**config.mk**
```make
export PLATFORM = sky130hd
export DESIGN_NAME = motion_executor_flat
export DESIGN_NICKNAME = d
export VERILOG_FILES = /design/src/rtl/motion_executor_pkg.sv /design/src/rtl/motion_executor_if.sv /design/src/rtl/motion_executor_motor_pwm.sv /design/src/rtl/motion_executor.sv /design/src/flat_wrapper.sv
export SDC_FILE = /design/constraint.sdc
export NUM_CORES = 1
export LEC_CHECK = 0
export BUFFER_PORTS_ARGS = -buffer_cell sky130_fd_sc_hd__buf_2
export CAP_MARGIN = 15
export CORE_MARGIN = 1
export CORE_UTILIZATION = 45
export DETAILED_ROUTE_END_ITERATION = 8
export PLACE_DENSITY = 0.74
export SKIP_CTS_REPAIR_TIMING = 1
export SLEW_MARGIN = 20
export SYNTH_ARGS = -nofsm -noshare
export SYNTH_HDL_FRONTEND = slang
export SYNTH_SLANG_ARGS = --single-unit
```
**constraint.sdc**
```tcl
create_clock -name clk -period 5.55 [get_ports clk]
set_clock_uncertainty 0.2 [all_clocks]
set_input_delay 1.11 -clock clk [delete_from_list [all_inputs] [get_ports clk]]
set_output_delay 1.11 -clock clk [all_outputs]
set_load 0.01 [all_outputs]
```
**src/rtl/motion_executor_pkg.sv**
```systemverilog
// Shared motion-interface encoding: command fields, opcodes, FSM states.
package motion_executor_pkg;

  localparam int unsigned CMD_W   = 10;
  localparam int unsigned OP_W    = 2;
  localparam int unsigned MAG_W   = 8;
  localparam int unsigned SPEED_W = 3;
  localparam int unsigned PWM_W   = 3;

  localparam int unsigned CMD_OP_MSB  = 9;
  localparam int unsigned CMD_OP_LSB  = 8;
  localparam int unsigned CMD_MAG_MSB = 7;
  localparam int unsigned CMD_MAG_LSB = 0;

  localparam logic [OP_W-1:0] OP_STOP   = 2'b00;
  localparam logic [OP_W-1:0] OP_FWD    = 2'b01;
  localparam logic [OP_W-1:0] OP_SPIN_L = 2'b10;
  localparam logic [OP_W-1:0] OP_SPIN_R = 2'b11;

  typedef enum logic [1:0] {
    ST_IDLE = 2'd0,
    ST_RUN  = 2'd1,
    ST_DONE = 2'd2
  } state_t;

  typedef struct packed {
    logic [OP_W-1:0]  op;
    logic [MAG_W-1:0] mag;
  } motion_cmd_t;

  // Build a command word from its opcode and magnitude fields.
  function automatic motion_cmd_t make_cmd(input logic [OP_W-1:0] op,
                                           input logic [MAG_W-1:0] mag);
    motion_cmd_t c;
    c.op  = op;
    c.mag = mag;
    return c;
  endfunction

endpackage

```
**src/rtl/motion_executor_if.sv**
```systemverilog
// Motion interface between the command generator and the executor.
interface motion_executor_if;
  import motion_executor_pkg::*;

  logic               enable;
  logic [CMD_W-1:0]   motion_command;
  logic [SPEED_W-1:0] output_speed;
  logic               left_pwm;
  logic               right_pwm;
  logic               left_dir;
  logic               right_dir;
  logic               busy;
  logic               done_spin;

  modport master (
    output enable, motion_command, output_speed,
    input  left_pwm, right_pwm, left_dir, right_dir, busy, done_spin
  );

  modport slave (
    input  enable, motion_command, output_speed,
    output left_pwm, right_pwm, left_dir, right_dir, busy, done_spin
  );

endinterface

```
**src/rtl/motion_executor_motor_pwm.sv**
```systemverilog
// Per-wheel PWM: 3-bit counter that runs only in RUN, registered compare output.
module motor_pwm
  import motion_executor_pkg::*;
(
  input  logic               clk,
  input  logic               rst,
  input  logic               run_cur,
  input  logic               run_nxt,
  input  logic [SPEED_W-1:0] speed,
  output logic               pwm
);

  logic [PWM_W-1:0] cnt;
  logic [PWM_W-1:0] cnt_nxt;

  // Counter restarts on RUN entry so the output lines up with busy
  always_comb begin
    cnt_nxt = '0;
    if (run_cur && run_nxt) begin
      cnt_nxt = cnt + PWM_W'(1);
    end
  end

  // Counter and registered duty compare
  always_ff @(posedge clk) begin
    if (!rst) begin
      cnt <= '0;
      pwm <= 1'b0;
    end else begin
      cnt <= cnt_nxt;
      pwm <= run_nxt && (cnt_nxt < speed);
    end
  end

endmodule

```
**src/rtl/motion_executor.sv**
```systemverilog
// Motion executor: latches a command, drives the wheels and reports completion.
module motion_executor
  import motion_executor_pkg::*;
#(
  parameter int unsigned TICK_DIV = 50,
  parameter int unsigned ACC_W    = 11
) (
  input  logic                    clk,
  input  logic                    rst,
  motion_executor_if.slave        bus
);

  localparam int unsigned PRE_W = (TICK_DIV > 1) ? $clog2(TICK_DIV) : 1;
  localparam int unsigned SUM_W = ACC_W + 1;
  localparam logic [PRE_W-1:0] PRE_LAST = PRE_W'(TICK_DIV - 1);

  state_t           state;
  state_t           state_nxt;
  motion_cmd_t      cmd_q;
  motion_cmd_t      cmd_nxt;
  motion_cmd_t      cmd_in;
  logic [ACC_W-1:0] acc;
  logic [ACC_W-1:0] acc_nxt;
  logic [ACC_W-1:0] acc_sat;
  logic [SUM_W-1:0] acc_sum;
  logic [PRE_W-1:0] presc;
  logic [PRE_W-1:0] presc_nxt;
  logic             run_cur;
  logic             run_nxt;
  logic             busy_q;
  logic             done_q;
  logic             left_dir_q;
  logic             right_dir_q;
  logic             left_pwm_q;
  logic             right_pwm_q;

  assign cmd_in.op  = bus.motion_command[CMD_OP_MSB:CMD_OP_LSB];
  assign cmd_in.mag = bus.motion_command[CMD_MAG_MSB:CMD_MAG_LSB];

  // Saturating progress increment by the current speed
  always_comb begin
    acc_sum = {1'b0, acc} + SUM_W'(bus.output_speed);
    acc_sat = acc_sum[ACC_W] ? '1 : acc_sum[ACC_W-1:0];
  end

  // Next-state and datapath updates; abort on enable low beats completion
  always_comb begin
    state_nxt = state;
    cmd_nxt   = cmd_q;
    acc_nxt   = acc;
    presc_nxt = presc;
    case (state)
      ST_IDLE: begin
        if (bus.enable && (cmd_in.op != OP_STOP)) begin
          state_nxt = ST_RUN;
          cmd_nxt   = cmd_in;
          acc_nxt   = '0;
          presc_nxt = '0;
        end
      end
      ST_RUN: begin
        if (!bus.enable) begin
          state_nxt = ST_IDLE;
        end else if (acc >= ACC_W'(cmd_q.mag)) begin
          state_nxt = ST_DONE;
        end
        if (presc == PRE_LAST) begin
          presc_nxt = '0;
          acc_nxt   = acc_sat;
        end else begin
          presc_nxt = presc + PRE_W'(1);
        end
      end
      ST_DONE: begin
        if (!bus.enable || (cmd_in != cmd_q)) begin
          state_nxt = ST_IDLE;
        end
      end
      default: begin
        state_nxt = ST_IDLE;
      end
    endcase
  end

  // State and datapath registers
  always_ff @(posedge clk) begin
    if (!rst) begin
      state <= ST_IDLE;
      cmd_q <= '0;
      acc   <= '0;
      presc <= '0;
    end else begin
      state <= state_nxt;
      cmd_q <= cmd_nxt;
      acc   <= acc_nxt;
      presc <= presc_nxt;
    end
  end

  assign run_cur = (state == ST_RUN);
  assign run_nxt = (state_nxt == ST_RUN);

  // Status and direction outputs registered from the upcoming state
  always_ff @(posedge clk) begin
    if (!rst) begin
      busy_q      <= 1'b0;
      done_q      <= 1'b0;
      left_dir_q  <= 1'b0;
      right_dir_q <= 1'b0;
    end else begin
      busy_q      <= run_nxt;
      done_q      <= (state_nxt == ST_DONE);
      left_dir_q  <= run_nxt && ((cmd_nxt.op == OP_FWD) || (cmd_nxt.op == OP_SPIN_R));
      right_dir_q <= run_nxt && ((cmd_nxt.op == OP_FWD) || (cmd_nxt.op == OP_SPIN_L));
    end
  end

  motor_pwm u_left_pwm (
    .clk     (clk),
    .rst     (rst),
    .run_cur (run_cur),
    .run_nxt (run_nxt),
    .speed   (bus.output_speed),
    .pwm     (left_pwm_q)
  );

  motor_pwm u_right_pwm (
    .clk     (clk),
    .rst     (rst),
    .run_cur (run_cur),
    .run_nxt (run_nxt),
    .speed   (bus.output_speed),
    .pwm     (right_pwm_q)
  );

  assign bus.busy      = busy_q;
  assign bus.done_spin = done_q;
  assign bus.left_dir  = left_dir_q;
  assign bus.right_dir = right_dir_q;
  assign bus.left_pwm  = left_pwm_q;
  assign bus.right_pwm = right_pwm_q;

endmodule

```
**src/flat_wrapper.sv**
```systemverilog
// flat-port wrapper written by rule: the top's interface ports become plain ports
module motion_executor_flat import motion_executor_pkg::*;
#(
  parameter int unsigned TICK_DIV = 50,
  parameter int unsigned ACC_W    = 11
)
  (clk, rst, bus_enable, bus_motion_command, bus_output_speed, bus_left_pwm, bus_right_pwm, bus_left_dir, bus_right_dir, bus_busy, bus_done_spin);
  motion_executor_if bus_i ();
  input  logic clk;
  input  logic rst;
  input wire logic [$bits(bus_i.enable)-1:0] bus_enable;
  input wire logic [$bits(bus_i.motion_command)-1:0] bus_motion_command;
  input wire logic [$bits(bus_i.output_speed)-1:0] bus_output_speed;
  output wire logic [$bits(bus_i.left_pwm)-1:0] bus_left_pwm;
  output wire logic [$bits(bus_i.right_pwm)-1:0] bus_right_pwm;
  output wire logic [$bits(bus_i.left_dir)-1:0] bus_left_dir;
  output wire logic [$bits(bus_i.right_dir)-1:0] bus_right_dir;
  output wire logic [$bits(bus_i.busy)-1:0] bus_busy;
  output wire logic [$bits(bus_i.done_spin)-1:0] bus_done_spin;
  assign bus_i.enable = bus_enable;
  assign bus_i.motion_command = bus_motion_command;
  assign bus_i.output_speed = bus_output_speed;
  assign bus_left_pwm = bus_i.left_pwm;
  assign bus_right_pwm = bus_i.right_pwm;
  assign bus_left_dir = bus_i.left_dir;
  assign bus_right_dir = bus_i.right_dir;
  assign bus_busy = bus_i.busy;
  assign bus_done_spin = bus_i.done_spin;
  motion_executor #(.TICK_DIV(TICK_DIV), .ACC_W(ACC_W)) u_core (.clk(clk), .rst(rst), .bus(bus_i));
endmodule
```
======== Word-level counts from Yosys, hierarchy flattened ========
Index checks and enable logic that the tools add are counted.
cells by class
  $lt $le $gt $ge ......................... 3
  reduce and logical (&&, ||, !) cells .... 16
  multiplexer cells ....................... 16
  equal/unequal tests ..................... 11
  add/sub/neg operators ................... 4
operators with widths
  cell                                                 number
  2-to-1 mux 11 bit                                    3
  one-hot mux 11 bit (2 select lines)                  1
  2-to-1 mux 10 bit                                    2
  adder 11 x 3 -> 12 bit                               1
  2-to-1 mux 6 bit                                     2
  one-hot mux 6 bit (2 select lines)                   1
  >= comparator 11 x 8 -> 1 bit                        1
  != test 10 bit                                       1
  equality test 2 bit, second input constant           4
  2-to-1 mux 2 bit                                     4
  adder 3 x 1 -> 3 bit, second input constant          2
  adder 6 x 1 -> 6 bit, second input constant          1
  equality test 2 x 1 -> 1 bit, second input constant  3
  equality test 6 bit, second input constant           1
  logical AND 1 bit                                    6
  < comparator 3 bit                                   2
  2-to-1 mux 3 bit                                     2
  one-hot mux 2 bit (3 select lines)                   1
  != test 2 x 1 -> 1 bit, second input constant        2
  AND reduction 2 bit                                  2
  nonzero test 2 bit                                   2
  logical OR 1 bit                                     3
  AND reduction 3 bit                                  1
  zero test 2 bit                                      1
  zero test 1 bit                                      1
storage, ports and cells
  input bits .............................. 16
  word-level logic and storage cells ...... 63
  flip-flop bits (word level) ............. 41
  output and inout port bits .............. 6

======== Depth between registers and ports, before layout ========
Gate-level depths: netlist (run 1).
  depth in word-level cells ............... 9
  gate-level depth with buffers ........... 11
  mapped depth without buffers ............ 11

======== Modules after synthesis ========
A second synthesis (run 1) with hierarchy kept.
unflattened totals
  cell total of the unflattened synthesis .. 276
  area total of the unflattened synthesis .. 2307.2 µm²
modules (own cells, without submodules)
  module           sequential area each (µm²)  cells each  instances  area an instance (µm²)
  motion_executor  660.6                       230         1          1909.3
  motor_pwm        80.1                        23          2          198.9

======== Worst setup path before layout (run 1) ========
No wires, ideal clock.
  path kind ............................... input to register
  from .................................... in bus_output_speed[0]
  to ...................................... reg u_core.acc[8]
  setup time .............................. 0.075 ns
  slack ................................... 2.784 ns
  buffers on the path ..................... 0
  cell stages on the path ................. 8
  arrival ................................. 2.492 ns
  cells stage by stage .................... ha_1 inv_1 fa_1 nor2b_1 o21bai_1 or2_2 o21a_1 o22ai_1
between the ends
  longest elaborated chain between the ends .. 4
ends and longest elaborated chain
  element                              RTL line               source
  from (decl)                          flat_wrapper.sv:13     input wire logic [$bits(bus_i.output_speed)-1:0] bus_output_speed;
  adder 11 x 3 -> 12 bit               motion_executor.sv:42  acc_sum = {1'b0, acc} + SUM_W'(bus.output_speed);
  2-to-1 mux 11 bit                    motion_executor.sv:43  acc_sat = acc_sum[ACC_W] ? '1 : acc_sum[ACC_W-1:0];
  2-to-1 mux 11 bit                    motion_executor.sv:67  if (presc == PRE_LAST) begin
  one-hot mux 11 bit (2 select lines)  motion_executor.sv:52  case (state)
  to (signal assigned)                 motion_executor.sv:95  acc <= acc_nxt;
  to (decl)                            motion_executor.sv:22  logic [ACC_W-1:0] acc;
No other way between the ends. The select of a mux whose other input is x is not followed.
A chain may end at the register's enable or synchronous reset.

======== Worst setup path after layout (run 1) ========
  from .................................... reg u_core.cmd_q[4] in the netlist's numbering
  to ...................................... reg u_core.u_right_pwm.pwm
between the ends
  longest elaborated chain between the ends .. 9
ends and longest elaborated chain
  element                                                          RTL line                                      source
  from (decl)                                                      motion_executor.sv:19                         motion_cmd_t cmd_q;
  from (signal assigned)                                           motion_executor.sv:94                         cmd_q <= cmd_nxt;
  >= comparator 11 x 8 -> 1 bit or != test 10 bit (tied branches)  motion_executor.sv:64, motion_executor.sv:75
  2-to-1 mux 2 bit or logical OR 1 bit (tied branches)             motion_executor.sv:64, motion_executor.sv:75
  2-to-1 mux 2 bit, on equally long branches                       motion_executor.sv:62, motion_executor.sv:75
  one-hot mux 2 bit (3 select lines) *                             motion_executor.sv:52
  equality test 2 x 1 -> 1 bit *                                   motion_executor.sv:101                        assign run_nxt = (state_nxt == ST_RUN);
  logical AND 1 bit *                                              motion_executor_motor_pwm.sv:19               if (run_cur && run_nxt) begin
  2-to-1 mux 3 bit *                                               motion_executor_motor_pwm.sv:19
  net u_core.u_right_pwm.cnt_nxt[1]                                motion_executor_motor_pwm.sv:14               logic [PWM_W-1:0] cnt_nxt;
  < comparator 3 bit *                                             motion_executor_motor_pwm.sv:31               pwm <= run_nxt && (cnt_nxt < speed);
  logical AND 1 bit *                                              motion_executor_motor_pwm.sv:31
  to (signal assigned)                                             motion_executor_motor_pwm.sv:31
  to (decl)                                                        motion_executor_motor_pwm.sv:10               output logic pwm
Mark *: on every way through the listed nets, which the timed path passes. The rest lies on a longest branch.

==> results_dict.tcl, run 1 <==
set metrics [dict create \
    die-area_um2 5509 \
    min_from "u_core.u_right_pwm.cnt[0]" \
    ys_warn_count 0 \
    cts_tree "done" \
    cts_root_buf "clkbuf_8" \
    grt.overflow.total 0 \
    dp_hpwl_um 3612 \
    crit_required_ps 5530 \
    initial_core_util_pct 48.10 \
    fp.dieH_um 74.22 \
    critPathKind "flip-flop to flip-flop" \
    netlist_area_um2 2347 \
    max_stage_delay_ps 380 \
    io_buffers 21 \
    timing.rr.start "u_core.cmd_q[4]" \
    core-area_um2 4880 \
    grt_setup_unrepaired "no" \
    maxSlewHeadroom_pct 46.85 \
    diodes 0 \
    seqPwrFrac_pct 52.3 \
    cts_max_level 2 \
    clk_pin_slew_ps 80 \
    grt_max_degree 32 \
    nets 339 \
    ys_ff_latch 41 \
    grt_pass1_wl_um 8473 \
    instances_no_fill 368 \
    power_density_nw_per_um2 227.5 \
    finalCritPeriodShare_pct 54.83 \
    yosysTopAreaCell "dfxtp_1" \
    min_path_cells 1 \
    timing.final.max_slew_violations 0 \
    synthTopCellsByCount "dfxtp_1, nand2_1, nor2_1, ha_1, inv_1" \
    yosysMostFrequentCell "dfxtp_1" \
    critPathArrivalTime_ps 3030 \
    yosysUniqueCellTypes 44 \
    yosysSeqAreaShare_pct 34.97 \
    async_reset_ff_share_pct 0 \
    power.leakage_nw 1.079 \
    p_clk_share_pct 33.7 \
    gp_congestion 0.8187 \
    worstSetupStartpointType "flip-flop" \
    grt_pass1_vias 1908 \
    clk_latency_ps 290 \
    vias 1987 \
    crit_start "u_core.cmd_q[4]" \
    cts_buffer_depth 2 \
    drt_pass1_iterations 4 \
    outcome "completed" \
    synth.top_cell.area_share_pct 34.97 \
    pwr-share-comb_pct 14.0 \
    r2r-end "u_core.u_right_pwm.pwm" \
    rrSetupSlack_ps 2510 \
    synth_nets 317 \
    synth_cells 279 \
    cp_slowest_cell "dfxtp_1" \
    cp_num_cells 11 \
    routed_via_density 5.399 \
    tns_ps 0 \
    rows 25 \
    p_switching_w 0.0001557 \
    first_iter_violations 140 \
    dieWidth_um 74.22 \
    clock-sinks 41 \
    tightest_slew_ps 792.0 \
    grt_usage_pct 20.10 \
    drive_gt1_share_pct 13.29 \
    hold_violations 0 \
    ir_drop_mv 0.1312 \
    synth_flop_cell "dfxtp_1" \
    cap_violations 0 \
    netlist_top_cells_area "dfxtp_1, ha_1, nand2_1, nor2_1, a21boi_0" \
    setup_viol 0 \
    crit_family "compound AO/OA/AOI/OAI gates" \
    routed_wl_um 4838 \
    p_int_w 0.0004374 \
    critPathBufInv 1 \
    boundaryPins 22 \
    synth_edf_count 0 \
    nFillCells 452 \
    fin_crit_ps 3043 \
    path_common_cell "ha_1" \
    syn_to_final_growth_pct 11.09 \
    cp-endpoint "u_core.u_right_pwm.pwm" \
    dp_cells 361 \
    worstHoldPathType "flip-flop to flip-flop" \
    antenna_found_initial 0 \
    multi_input_area_um2 1429 \
    wire_per_inst_um 13.15 \
    ff2ff_path_depth 11 \
    synth_area_per_cell_um2 8.413 \
    area.sequential_um2 820.8 \
    p_sw_share_pct 26.26 \
    crit_chain "inv_1, ha_1, a211oi_1, o21bai_1, o21ai_0, nand4_1, nor2_1, ha_1, nor2b_1, o21a_1, a2111oi_2" \
    route.detailed.drc 0 \
    postRouteAntennaNets 0 \
    numCtsBuffers 5 \
    cp-end-kind "flip-flop" \
    clock.fmax_ghz 0.3286 \
    critical_path.max_fanout 4 \
]
[worst min path at each step]
stage	end
after floorplan	u_core.u_left_pwm.cnt[0]
after global placement	u_core.u_right_pwm.cnt[0]
after detailed placement	u_core.u_right_pwm.cnt[0]
after CTS	u_core.u_right_pwm.cnt[0]
after global routing	u_core.u_left_pwm.cnt[0]
final	u_core.u_right_pwm.cnt[0]
[kinds of logic after synthesis]
group / count (synthesis) / share of synthesized area, %
DFF: 41 / 34.97
adders and majority gates: 22 / 12.05
AOI/OAI and AO/OA: 60 / 17.96
and+or+nand+nor: 115 / 25.16
buffers and inverters: 26 / 4.158
muxes: 2 / 0.8529
xor gates and xnor gates: 13 / 4.851
[metrics by stage]
stage                     area (um2)  util, %  total power [W]  hold slack, ps  setup slack, ps
after floorplan                 2347        -        0.0003754           218.0             2784
after global placement          2517    51.59        0.0003984           235.5             2222
after detailed placement        2517    51.59        0.0004004           243.6             2446
after CTS                       2608    53.44        0.0006005           262.2             2502
after global routing            2608    53.44        0.0006247           296.8             2241
final                           2608    53.44        0.0005931           258.3             2507
[area by class of cell]
| type | instances | share of cell area (%) |
|---|---|---|
| timing repair buffer | 22 | 4.319 |
| inverter | 19 | 2.735 |
| clock buffer | 6 | 3.167 |
| clock inverter | 1 | 0.2879 |
| sequential | 41 | 31.48 |
| multi-input combinational | 212 | 54.80 |
| tap | 67 | 3.215 |
[power groups by stage]
stage / Sequential, W / Clock, W / Combinational (W)
floorplan: 0.000317 / 0 / 0.0000585
global placement: 0.000317 / 0 / 0.0000818
detailed placement: 0.000317 / 0 / 0.0000833
CTS: 0.000310 / 0.000207 / 0.0000836
global route: 0.000311 / 0.000218 / 0.0000949
finish: 0.000310 / 0.000200 / 0.0000830
[metal layers]
layer | GRT usage (%) | share of wire [%] | up-vias
li1 | - | - | 1013
met4 | 6.289 | 1.1 | 0
met5 | 0 | 0 | -
met1 | 26.25 | 49 | 923
met2 | 32.93 | 45 | 46
met3 | 4.743 | 4.6 | 5
[flip-flops by register name, indices dropped and copies added (netlist names)]
signal / flops
u_core.presc: 6
u_core.bus.right_dir: 1
u_core.bus.done_spin: 1
u_core.acc: 11
u_core.u_right_pwm.pwm: 1
u_core.u_left_pwm.cnt: 3
u_core.bus.left_dir: 1
u_core.state: 2
u_core.u_left_pwm.pwm: 1
u_core.u_right_pwm.cnt: 3
u_core.bus.busy: 1
u_core.cmd_q: 10
[cell usage in the layout (no fill, tap or decap), types with 2 or more instances in the layout]
| cell type | n |
|---|---|
| nor2b_1 | 5 |
| nand2_1 | 38 |
| buf_2 | 21 |
| nand3b_1 | 2 |
| nor4_1 | 2 |
| inv_1 | 19 |
| nor3_1 | 4 |
| o211ai_1 | 3 |
| o21a_1 | 4 |
| xnor2_1 | 8 |
| nor2_1 | 27 |
| ha_1 | 21 |
| a2111oi_2 | 2 |
| o221a_2 | 3 |
| and3_1 | 5 |
| and3b_1 | 2 |
| o21ai_0 | 8 |
| xor2_1 | 5 |
| and2_1 | 4 |
| mux2i_1 | 2 |
| a21boi_0 | 11 |
| nand3_1 | 8 |
| o22ai_1 | 5 |
| o21bai_1 | 2 |
| nand4_1 | 7 |
| a21o_1 | 3 |
| clkbuf_8 | 6 |
| dfxtp_1 | 41 |
| a21oi_1 | 14 |
Power figures use the tool's default switching activity.
==> run 2: changes to the inputs <==
--- a/config.mk
+++ b/config.mk
@@ -10,7 +10,7 @@
 export CORE_MARGIN = 1
 export CORE_UTILIZATION = 45
 export DETAILED_ROUTE_END_ITERATION = 8
-export PLACE_DENSITY = 0.74
+export PLACE_DENSITY = 0.77
 export SKIP_CTS_REPAIR_TIMING = 1
 export SLEW_MARGIN = 20
 export SYNTH_ARGS = -nofsm -noshare
==> constraint.sdc (replaced) <==
create_clock -name clk -period 2.7 [get_ports clk]
set_clock_uncertainty 0.2 [all_clocks]
set_input_delay 0.54 -clock clk [delete_from_list [all_inputs] [get_ports clk]]
set_output_delay 0.54 -clock clk [all_outputs]
set_load 0.01 [all_outputs]
==> results_dict.tcl, run 2 (synthesis gave the netlist of run 1 again) <==
set metrics [dict create \
    outcome "completed" \
    dieWidth_um 74.22 \
    clock.fmax_ghz 0.3861 \
    final_area_um2 2779 \
    grt_usage_pct 20.29 \
    clock-sinks 41 \
    mostFrequentLayoutCells "dfxtp_1, nand2_1, nor2_1, buf_2, ha_1" \
    rrSetupSlack_ps 110 \
    critPathArrivalTime_ps 2590 \
    finalCritPeriodShare_pct 95.93 \
    dp_hpwl_um 3826 \
    maxSlewHeadroom_pct 58.37 \
    final_common_cell "dfxtp_1" \
    pwr-share-comb_pct 14.7 \
    first_iter_violations 144 \
    cts_root_buf "clkbuf_8" \
    p_int_w 0.001017 \
    tns_ps 0 \
    routed_via_density 5.372 \
    cp_num_cells 9 \
    critPathKind "flip-flop to flip-flop" \
    clk_pin_slew_ps 80 \
    grt_max_degree 22 \
    cp_slowest_cell "or4_4" \
    cts_tree "done" \
    ff2ff_path_depth 9 \
    die-area_um2 5509 \
    multi_input_area_um2 1456 \
    fin_crit_ps 2590 \
    critPathBufInv 0 \
    critical_path.max_fanout 4 \
    initial_core_util_pct 48.10 \
    crit_family "simple AND/OR/NAND/NOR gates" \
    core-area_um2 4880 \
    nets 354 \
    setup_viol 0 \
    cp-end-kind "flip-flop" \
    rows 25 \
    drt_pass1_iterations 4 \
    area.sequential_um2 822.0 \
    cts_max_level 2 \
    crit_required_ps 2700 \
    vias 2063 \
    power_density_nw_per_um2 484.4 \
    seqPwrFrac_pct 47.3 \
    grt.overflow.total 0 \
    grt_busiest_layer "met2" \
    wire_per_inst_um 13.32 \
    p_clk_share_pct 38.0 \
    grtUsageMet3_pct 4.878 \
    fp.dieH_um 74.22 \
    largest_reg_flops 11 \
    crit_chain "ha_2, or4_4, o21ba_4, nand4_1, nor2_1, ha_1, nor2b_1, o21a_1, a2111oi_4" \
    p_switching_w 0.0003290 \
    p_sw_share_pct 24.45 \
    clk_latency_ps 290 \
    top_regs "u_core.acc x11, u_core.cmd_q x10, u_core.presc x6" \
    min_path_cells 1 \
    gr-usage-met2_pct 33.23 \
    max_stage_delay_ps 420 \
    gp_congestion 0.8448 \
    grt_pass1_vias 1897 \
    regMostFlops "u_core.acc" \
    cts_buffer_depth 2 \
    diodes 0 \
    syn_to_final_growth_pct 18.39 \
    io_buffers 21 \
    nFillCells 440 \
    route.detailed.drc 0 \
    ir_drop_mv 0.2078 \
    boundaryPins 22 \
    timing.final.max_slew_violations 0 \
    cap_violations 0 \
    tightest_slew_ps 617.9 \
    worstHoldPathType "flip-flop to flip-flop" \
    power.leakage_nw 1.175 \
    grt_pass1_wl_um 8424 \
    grt_util_met1_pct 25.73 \
    postRouteAntennaNets 0 \
    antenna_found_initial 0 \
    worstSetupStartpointType "flip-flop" \
    routed_wl_um 5115 \
    drive_gt1_share_pct 19.24 \
    postPlaceCellArea_um2 2630 \
    numCtsBuffers 5 \
    hold_violations 0 \
]
==> run 2: worst register-to-register path, delay by kind of cell (launching register included) <==
family | cells | cell delay [ps]
compound gates | 3 | 610
fa+ha+maj | 2 | 450
flops | 1 | 350
simple gates | 4 | 880
==> run 2: worst paths after layout <==
kind | startpoint | to
worst max-delay path | u_core.acc[7] | u_core.u_left_pwm.pwm
worst min-delay path | u_core.u_right_pwm.cnt[0] | u_core.u_right_pwm.cnt[0]
worst max register to register | u_core.acc[7] | u_core.u_left_pwm.pwm
worst min register to register | u_core.u_right_pwm.cnt[0] | u_core.u_right_pwm.cnt[0]
==> run 2: routing by layer <==
metal	part of all wire [%]	vias up
li1	-	1046
met1	49	956
met2	45	57
met3	4.8	4
met4	0.94	0
met5	0	-
==> run 2: area by class of cell <==
type	count	share of cell area, %
Sequential cell	41	29.58
Timing Repair Buffer	37	8.104
Clock buffer	6	2.972
Multi-Input combinational cell	212	52.41
Tap cell	67	3.017
Inverter	19	2.566
Clock inverter	2	1.351
==> run 2: per-stage QoR <==
| stage | instances | worst slack [ps] | utilization (%) | hold WS (ps) | power, W |
|---|---|---|---|---|---|
| 2_1_floorplan | 279 | 53.93 | - | 218.0 | 0.0007717 |
| 3_3_place_gp | 376 | 57.46 | 53.90 | 236.9 | 0.0008394 |
| 3_5_place_dp | 376 | -51.05 | 53.90 | 253.6 | 0.0008440 |
| 4_1_cts | 384 | -81.97 | 56.36 | 273.7 | 0.001355 |
| 5_1_grt | 384 | -7.999 | 56.95 | 289.9 | 0.001414 |
| 6_report | 384 | 110.0 | 56.95 | 264.5 | 0.001346 |
==> run 2: power by group through the flow <==
stage | sequential [W] | clock [W] | combinational (W)
2_1_floorplan | 0.000651 | 0 | 0.000120
3_3_place_gp | 0.000650 | 0 | 0.000190
3_5_place_dp | 0.000651 | 0 | 0.000193
4_1_cts | 0.000637 | 0.000524 | 0.000194
5_1_grt | 0.000639 | 0.000554 | 0.000221
6_report | 0.000637 | 0.000511 | 0.000198
